<file path="src/rtl/cnn_pkg.sv">
// Shared CNN types: default element width, signed data type and the reader FSM states.
package cnn_pkg;

   localparam int unsigned DATA_WIDTH = 16;

   typedef logic signed [DATA_WIDTH-1:0] cnn_data_t;

   typedef enum logic [2:0] {
      IDLE,
      START,
      WAIT,
      STREAM,
      REPORT
   } reader_state_e;

endpackage

</file>
<file path="src/rtl/cnn_result_reader_if.sv">
// Result stream and classification report bundle between cnn_result_reader and the host fabric.
interface cnn_result_reader_if #(
   parameter int DATA_WIDTH = 16,
   parameter int IDX_W      = 1
);
   logic signed [DATA_WIDTH-1:0] out_data;
   logic [IDX_W-1:0]             out_index;
   logic                         out_valid;
   logic                         out_ready;
   logic                         out_last;
   logic [IDX_W-1:0]             class_idx;
   logic                         class_valid;

   modport master (
      output out_data, out_index, out_valid, out_last, class_idx, class_valid,
      input  out_ready
   );

   modport slave (
      input  out_data, out_index, out_valid, out_last, class_idx, class_valid,
      output out_ready
   );
endinterface

</file>
<file path="src/rtl/cnn_argmax_tracker.sv">
// Running signed argmax; first update after clear seeds the maximum, ties keep the lowest index.
module cnn_argmax_tracker
   import cnn_pkg::*;
#(
   parameter int DATA_WIDTH = cnn_pkg::DATA_WIDTH,
   parameter int IDX_W      = 1
) (
   input  logic                         clk,
   input  logic                         reset,
   input  logic                         clear,
   input  logic                         update,
   input  logic signed [DATA_WIDTH-1:0] data,
   input  logic [IDX_W-1:0]             index,
   output logic signed [DATA_WIDTH-1:0] max_val,
   output logic [IDX_W-1:0]             max_idx
);
   logic                         seen_q;
   logic signed [DATA_WIDTH-1:0] max_val_q;
   logic [IDX_W-1:0]             max_idx_q;

   always_ff @(posedge clk) begin
      if (reset) begin
         seen_q    <= 1'b0;
         max_val_q <= '0;
         max_idx_q <= '0;
      end else if (clear) begin
         seen_q <= 1'b0;
      end else if (update && (!seen_q || data > max_val_q)) begin
         seen_q    <= 1'b1;
         max_val_q <= data;
         max_idx_q <= index;
      end
   end

   assign max_val = max_val_q;
   assign max_idx = max_idx_q;

endmodule

</file>
<file path="src/rtl/cnn_result_reader.sv">
// Host sequencer: start pulse, wait for done, stream captured FC vector, report argmax.
// Optional wait watchdog enabled by defining CNN_READER_TIMEOUT_EN.
module cnn_result_reader
   import cnn_pkg::*;
#(
   parameter int FC_OUTPUTS     = 2,
   parameter int DATA_WIDTH     = cnn_pkg::DATA_WIDTH,
   parameter int TIMEOUT_CYCLES = 4096,
   parameter int IDX_W          = (FC_OUTPUTS > 1) ? $clog2(FC_OUTPUTS) : 1
) (
   input  logic                         clk,
   input  logic                         reset,
   input  logic                         req,
   output logic                         busy,
   output logic                         cnn_start,
   input  logic                         cnn_done,
   input  logic signed [DATA_WIDTH-1:0] cnn_result [0:FC_OUTPUTS-1],
   output logic                         timeout_err,
   cnn_result_reader_if.master          out_if
);
   localparam logic [IDX_W-1:0] LAST_IDX = IDX_W'(FC_OUTPUTS - 1);

   reader_state_e                state_q;
   logic signed [DATA_WIDTH-1:0] buf_q [0:FC_OUTPUTS-1];
   logic [IDX_W-1:0]             ptr_q;
   logic                         busy_q, start_q, valid_q, last_q, cvalid_q;
   logic [IDX_W-1:0]             cidx_q;
   logic                         accept;
   logic                         trk_clear;
   logic signed [DATA_WIDTH-1:0] unused_trk_max;
   logic [IDX_W-1:0]             trk_idx;

`ifdef CNN_READER_TIMEOUT_EN
   localparam int WCNT_W = (TIMEOUT_CYCLES > 1) ? $clog2(TIMEOUT_CYCLES) : 1;
   logic [WCNT_W-1:0] wait_cnt_q;
   logic              terr_q;
   assign timeout_err = terr_q;
`else
   localparam int unused_timeout_cycles = TIMEOUT_CYCLES;
   assign timeout_err = 1'b0;
`endif

   assign accept    = valid_q & out_if.out_ready;
   assign trk_clear = (state_q == WAIT) && cnn_done;

   cnn_argmax_tracker #(
      .DATA_WIDTH (DATA_WIDTH),
      .IDX_W      (IDX_W)
   ) u_argmax (
      .clk     (clk),
      .reset   (reset),
      .clear   (trk_clear),
      .update  (accept),
      .data    (out_if.out_data),
      .index   (ptr_q),
      .max_val (unused_trk_max),
      .max_idx (trk_idx)
   );

   always_ff @(posedge clk) begin
      if (reset) begin
         state_q  <= IDLE;
         ptr_q    <= '0;
         busy_q   <= 1'b0;
         start_q  <= 1'b0;
         valid_q  <= 1'b0;
         last_q   <= 1'b0;
         cvalid_q <= 1'b0;
         cidx_q   <= '0;
         for (int unsigned i = 0; i < FC_OUTPUTS; i++) buf_q[i] <= '0;
`ifdef CNN_READER_TIMEOUT_EN
         wait_cnt_q <= '0;
         terr_q     <= 1'b0;
`endif
      end else begin
         start_q  <= 1'b0;
         cvalid_q <= 1'b0;
         case (state_q)
            IDLE: begin
               if (req) begin
                  state_q <= START;
                  start_q <= 1'b1;
                  busy_q  <= 1'b1;
`ifdef CNN_READER_TIMEOUT_EN
                  terr_q  <= 1'b0;
`endif
               end
            end
            START: begin
               state_q <= WAIT;
`ifdef CNN_READER_TIMEOUT_EN
               wait_cnt_q <= '0;
`endif
            end
            WAIT: begin
               if (cnn_done) begin
                  for (int unsigned i = 0; i < FC_OUTPUTS; i++) buf_q[i] <= cnn_result[i];
                  ptr_q   <= '0;
                  valid_q <= 1'b1;
                  last_q  <= (FC_OUTPUTS == 1);
                  state_q <= STREAM;
               end
`ifdef CNN_READER_TIMEOUT_EN
               else if (wait_cnt_q == WCNT_W'(TIMEOUT_CYCLES - 1)) begin
                  terr_q  <= 1'b1;
                  busy_q  <= 1'b0;
                  state_q <= IDLE;
               end else begin
                  wait_cnt_q <= wait_cnt_q + 1'b1;
               end
`endif
            end
            STREAM: begin
               // Pointer stops at the last index so the buffer read mux never goes out of range.
               if (accept) begin
                  if (ptr_q == LAST_IDX) begin
                     valid_q  <= 1'b0;
                     last_q   <= 1'b0;
                     cvalid_q <= 1'b1;
                     state_q  <= REPORT;
                  end else begin
                     ptr_q  <= ptr_q + 1'b1;
                     last_q <= (ptr_q + 1'b1 == LAST_IDX);
                  end
               end
            end
            REPORT: begin
               cidx_q  <= trk_idx;
               busy_q  <= 1'b0;
               state_q <= IDLE;
            end
            default: state_q <= IDLE;
         endcase
      end
   end

   assign busy                = busy_q;
   assign cnn_start           = start_q;
   assign out_if.out_valid    = valid_q;
   assign out_if.out_last     = last_q;
   assign out_if.out_data     = buf_q[ptr_q];
   assign out_if.out_index    = ptr_q;
   assign out_if.class_valid  = cvalid_q;
   // Tracker absorbs the final beat on the REPORT entry edge, so REPORT shows it directly.
   assign out_if.class_idx    = cvalid_q ? trk_idx : cidx_q;

endmodule

</file>
<file path="src/flat_wrapper.sv">
// flat-port wrapper written by rule: the top's interface ports become plain ports
module cnn_result_reader_flat import cnn_pkg::*;
#(
   parameter int FC_OUTPUTS     = 2,
   parameter int DATA_WIDTH     = cnn_pkg::DATA_WIDTH,
   parameter int TIMEOUT_CYCLES = 4096,
   parameter int IDX_W          = (FC_OUTPUTS > 1) ? $clog2(FC_OUTPUTS) : 1
)
  (clk, reset, req, busy, cnn_start, cnn_done, cnn_result, timeout_err, out_if_out_data, out_if_out_index, out_if_out_valid, out_if_out_last, out_if_class_idx, out_if_class_valid, out_if_out_ready);
  cnn_result_reader_if #(.DATA_WIDTH(DATA_WIDTH), .IDX_W(IDX_W)) out_if_i ();
  input  logic clk;
  input  logic reset;
  input  logic req;
  output logic busy;
  output logic cnn_start;
  input  logic cnn_done;
  input  logic signed [DATA_WIDTH-1:0] cnn_result[0:FC_OUTPUTS-1];
  output logic timeout_err;
  output wire logic [$bits(out_if_i.out_data)-1:0] out_if_out_data;
  output wire logic [$bits(out_if_i.out_index)-1:0] out_if_out_index;
  output wire logic [$bits(out_if_i.out_valid)-1:0] out_if_out_valid;
  output wire logic [$bits(out_if_i.out_last)-1:0] out_if_out_last;
  output wire logic [$bits(out_if_i.class_idx)-1:0] out_if_class_idx;
  output wire logic [$bits(out_if_i.class_valid)-1:0] out_if_class_valid;
  input wire logic [$bits(out_if_i.out_ready)-1:0] out_if_out_ready;
  assign out_if_out_data = out_if_i.out_data;
  assign out_if_out_index = out_if_i.out_index;
  assign out_if_out_valid = out_if_i.out_valid;
  assign out_if_out_last = out_if_i.out_last;
  assign out_if_class_idx = out_if_i.class_idx;
  assign out_if_class_valid = out_if_i.class_valid;
  assign out_if_i.out_ready = out_if_out_ready;
  cnn_result_reader #(.FC_OUTPUTS(FC_OUTPUTS), .DATA_WIDTH(DATA_WIDTH), .TIMEOUT_CYCLES(TIMEOUT_CYCLES), .IDX_W(IDX_W)) u_core (.clk(clk), .reset(reset), .req(req), .busy(busy), .cnn_start(cnn_start), .cnn_done(cnn_done), .cnn_result(cnn_result), .timeout_err(timeout_err), .out_if(out_if_i));
endmodule
</file>
<file path="config.mk">
export PLATFORM = sky130hd
export DESIGN_NAME = cnn_result_reader_flat
export DESIGN_NICKNAME = d
export VERILOG_FILES = /design/src/rtl/cnn_pkg.sv /design/src/rtl/cnn_result_reader_if.sv /design/src/rtl/cnn_argmax_tracker.sv /design/src/rtl/cnn_result_reader.sv /design/src/flat_wrapper.sv
export SDC_FILE = /design/constraint.sdc
export NUM_CORES = 1
export LEC_CHECK = 0
export CORE_ASPECT_RATIO = 0.6
export CORE_MARGIN = 3
export CORE_UTILIZATION = 25
export CTS_CLUSTER_SIZE = 16
export DETAILED_ROUTE_END_ITERATION = 8
export SLEW_MARGIN = 20
export SYNTH_ARGS = -nofsm -noshare
export SYNTH_HDL_FRONTEND = slang
export SYNTH_SLANG_ARGS = --single-unit
</file>
<file path="constraint.sdc">
create_clock -name clk -period 5.12 [get_ports clk]
set_clock_uncertainty 0.05 [all_clocks]
set_input_delay 0.768 -clock clk [delete_from_list [all_inputs] [get_ports clk]]
set_output_delay 0.768 -clock clk [all_outputs]
set_load 0.005 [all_outputs]
</file>
# --- Word-level counts from Yosys, hierarchy flattened ---
# Memory sizes are Yosys's and may differ from the RTL's. A register that Yosys moved wholly into a read port is not among the register bits.
# Index checks and enable logic that the tools add are counted.
op_classes:
  add_sub_neg: 1
  mul: 0
  div: 0
  n_lt_le_gt_ge: 1
  n_eq_ne: 8
  shifts: 0
  mux: 31
  bitwise_logic: 7
  reduce_logical: 15
op_table:
  columns: ["cell", "count"]
  rows:
  - ["$mux W16", 2]
  - ["$mux W1", 20]
  - ["$gt A16 B16 Y1", 1]
  - ["$mux W3", 4]
  - ["$pmux W3 S4", 1]
  - ["$pmux W1 S2", 4]
  - ["$reduce_and A4 Y1", 2]
  - ["$eq A3 B2 Y1 const B", 2]
  - ["$ne A2 B2 Y1 const B", 3]
  - ["$not A1 Y1", 4]
  - ["$reduce_and A2 Y1", 2]
  - ["$reduce_bool A2 Y1", 2]
  - ["$reduce_or A2 Y1", 2]
  - ["$eq A3 B1 Y1 const B", 1]
  - ["$eq A3 B3 Y1 const B", 1]
  - ["$logic_not A3 Y1", 1]
  - ["$reduce_and A3 Y1", 1]
  - ["$reduce_or A3 Y1", 1]
  - ["$logic_and A1 B1 Y1", 2]
  - ["$ne A2 B1 Y1 const B", 1]
  - ["$or A1 B1 Y1", 2]
  - ["$add A1 B1 Y1 const B", 1]
  - ["$and A1 B1 Y1", 1]
  - ["$logic_not A1 Y1", 1]
  - ["$logic_or A1 B1 Y1", 1]
totals:
  ff_bits: 28
  latchBits: 0
  ramBits: 32
  mem_bits_ro: 0
  input_bits: 37
  output_inout_bits: 24
  elab_cells: 75
  mem_count: 1
memory_table:
  columns: ["name", "depth", "width", "rd", "rd_ports_with_merged_regs", "write_ports", "line", "source"]
  rows:
  - ["u_core.buf_q", 2, 16, 1, 1, 2, "cnn_result_reader.sv:24", "logic signed [DATA_WIDTH-1:0] buf_q [0:FC_OUTPUTS-1];"]

# --- Longest topological paths before layout ---
logic_depth:
  depth_word: 6
  depth_mapped: 12
  ltp_nobuf: 8

# --- By module ---
# A second synthesis with hierarchy kept.
unflattened:
  cells_unflattened: 274
  area_unflattened_um2: 3131.8
modules_own_cells:
  columns: ["mod", "n_inst", "cells_per_inst", "area_per_inst_um2", "seq_area_each_um2"]
  rows:
  - ["cnn_result_reader", 1, 137, 1885.6, 1181.1]
  - ["cnn_argmax_tracker", 1, 137, 1246.2, 360.3]

# --- Worst setup path after synthesis ---
# No wires, ideal clock.
synth_path:
  path_kind: "register to register"
  startpoint: "register (tool-made name)"
  endpoint: "register u_core.u_argmax.max_val_q[3] (netlist: u_core.u_argmax.max_val[3])"
  setup_time_ns: 0.137
  arrival_ns: 3.282
  required_time_ns: 4.933
  slack_ns: 1.651
  stages_incl_launch_ff: 12
  path_buffers: 3
  period_less_slack_ns: 3.469
  path_cell_list: "dfxtp_1 clkbuf_1 buf_1 mux2_2 ha_1 nand4_2 or4_4 o211a_1 a211o_1 nand2_1 buf_6 a211oi_2"
synth_lines:
  columns: ["item", "line", "source"]
  rows:
  - ["end signal: assignment", "cnn_argmax_tracker.sv:30", "max_val_q <= data;"]
  - ["end: declaration", "cnn_argmax_tracker.sv:18", "logic signed [DATA_WIDTH-1:0] max_val_q;"]

==> impl_metrics.toml <==
[worst_setup_path]
critPathCaptureType = "register"
setup.worst_path.class = "register to register"
critical_path.startpoint_type = "register"
timing.critical_path.required_ps = 5250
worst-path-max-fanout = 16
critPathArrivalTime_ps = 4050

[place]
io_buffer_count = 59
detailedPlace.worstSlack_ps = 1180
dpl.hpwl_mm = 4.593
globalplace.congestion = 0.7640

[floorplanning]
die-height_um = 90.31
chipWidth_um = 146.5
core-area_mm2 = 0.01141
boundaryPins = 61
floorplan.initialDensity = 0.2595
num_rows = 30
design.die.area_mm2 = 0.01323

[finish]
largest_reg_flops = 32
antenna_cells = 0
largest-register = "u_core.buf_q"
final_layout_size_suffix_gt1_frac = 0.1394
fin_nets = 378
flow.area_growth_from_synthesis_pct = 33.46
finish.utilization = 0.3464

[yosys]
post_synth_xor_area_fraction = 0
ys.flop_type = "edfxtp_1"
synth_top_area_cell = "edfxtp_1"
mapped_area_mm2 = 0.002962
post_synth_net_total = 319
synth_top_cells_by_area = "edfxtp_1 (32%), dfxtp_1 (20%), and2_1 (6.8%)"
gate_count_after_technology_mapping = 266
yosys.area_share.adder = 0.06760
synth_compound_area_frac = 0.1060
synth_top_family_by_area = "simple AND/OR/NAND/NOR gates"
synth_top_cells_by_count = "and2_1 (32), edfxtp_1 (32), dfxtp_1 (29)"
synthDominantCellAreaShare = 0.3245
postSynthAreaPerCell_um2 = 11.13
synth-simple-area-share = 0.1817
synth_warnings = 0
yosys.cell_types.count = 42
synthArstFlopShare = 0
synth-seq-cells = 61
synth.yosys.seq_area_share = 0.5205
synth_edf_count = 32
yosys-mux-area-fraction = 0.07140

[global_routing]
largest_net_degree_at_the_start_of_global_routing = 33
antenna_violations_before_repair = 0
groute.usage.overall = 0.1086
first_pass_grt_wire_length_mm = 11.10
grt_pass1_vias = 2196
grt_remaining_overflow = 0

[drt]
postRouteAntennaNets = 0
via_count = 2081
detail_route.drc_violations = 0
postRouteWirelength_mm = 6.568
detailedRoute.firstIterationViolations = 76
1st_pass_router_iterations = 4
post_drt_wl_per_cell_um = 13.40
detail_route.vias_per_cell = 4.247

[clocking]
tritoncts = "yes"
post-cts-setup-buffers = 0
ctsLongestPathBuffers = 2
post_cts_gate_resize_count = 0
number_of_h_tree_levels = 3
holdBufCountCts = 0
clock_tree.root_cell = "clkbuf_16"
clkLatencyLatePin_ps = 330
clk_pin_slew_worst_paths_ps = 50
cts_buffers = 9
tritoncts_num_sinks = 61

[timing]
achievable-frequency_mhz = 254.9
timing.final.crit_period_ps = 3923
slew_at_the_pin_closest_to_its_max_slew_limit_ps = 850.3
timing.final.max_slew_violations = 0
setup_viol = 0
final_min_period_over_clock_period = 0.7662
final_hold_viol_count = 0
final.setup.worst_slack_ps = 1197
max-slew-margin-rel = 0.4323
grt_setup_unrepaired = "false"
setup_tns_ps = 0

[run]
max_cap_violations = 0

[power_and_ir_drop]
cellLeakagePower_nw = 1.445
power.density_cell_area_mw_per_mm2 = 370.1
vdd.ir_drop.worst_v = 0.0001524

[hold_path]
hold_path_class = "register to register"
min_from = "u_core.cidx_q$_SDFFE_PP0P_"

[status]
outcome = "completed"
[area by class of cell]
| cell class | instances | area, um2 |
|---|---|---|
| clock inverters | 6 | 30.03 |
| multi-input cells | 172 | 1267 |
| flip-flops and latches | 61 | 1541 |
| repair buffers | 62 | 613.1 |
| fillers | 1164 | 7458 |
| clock buffers | 10 | 229.0 |
| well taps | 160 | 200.2 |
| inverters | 19 | 71.32 |
[logic make-up (layout without fill, tap and decap cells)]
| family | after synthesis | in the layout |
|---|---|---|
| mux | 19 | 19 |
| buf+inv | 33 | 97 |
| compound gates | 39 | 39 |
| other cells | 1 | 1 |
| fa+ha+maj | 16 | 16 |
| flops | 61 | 61 |
| simple gates | 97 | 97 |
[worst max-delay path, cell delays in order, from the launching register on]
cell,delay [ps]
dfxtp_1,870
mux2_2,440
ha_1,350
nand4_2,170
or4_4,570
o211a_1,290
a211o_1,310
nand2_1,550
a211oi_1,170
[final timing paths]
check	endpoint	slack, ps	depth (start not counted)
worst max-delay path	u_core.u_argmax.max_val[8]$_SDFFE_PP0P_	1200	8
worst min register to register	u_core.cidx_q$_SDFFE_PP0P_	400	2
worst max register to register	u_core.u_argmax.max_val[8]$_SDFFE_PP0P_	1200	8
worst min-delay path	u_core.cidx_q$_SDFFE_PP0P_	400	2
[where the power goes]
group / total (mW) / switching (mW) / internal, mW
sequential: 0.591 / 0.0170 / 0.574
combinational: 0.348 / 0.200 / 0.148
clock: 0.523 / 0.203 / 0.320
total: 1.46 / 0.420 / 1.04
[stage by stage]
step / power [mW] / cell area, um2 / hold slack (ps) / std cells
final: 1.463 / 3953 / 404.7 / 490
after global routing: 1.558 / 3953 / 437.5 / 490
after CTS: 1.482 / 3953 / 409.2 / 490
after detailed placement: 0.9500 / 3694 / 403.1 / 474
after global placement: 0.9426 / 3694 / 397.8 / 474
after floorplan: 0.8554 / 2962 / 383.8 / 266
[per-layer routing]
layer / global-route usage / share of wire / up-vias
li1: - / - / 1072
met3: 0.04915 / 0.068 / 10
met4: 0.04382 / 0.012 / 0
met5: 0 / 0 / -
met2: 0.1481 / 0.41 / 54
met1: 0.1485 / 0.51 / 945
[placed cells by master, fill, tap and decap left out, types with 2 or more instances in the layout]
cell type	synthesis	layout
buf_4	2	3
a21oi_1	12	12
dfxtp_1	29	29
a211oi_2	8	8
nand4_1	3	3
nand3_1	4	4
a211oi_1	8	8
nor2_1	12	12
inv_1	19	19
clkinv_1	0	2
mux2_2	17	17
and2_1	32	32
edfxtp_1	32	32
mux2i_1	2	2
nor4_1	4	4
clkdlybuf4s50_1	0	59
nor3_1	21	21
clkbuf_16	0	9
clkinv_2	0	3
ha_1	16	16
nand2_1	13	13
Note: power is estimated with default switching activity, not from simulation.
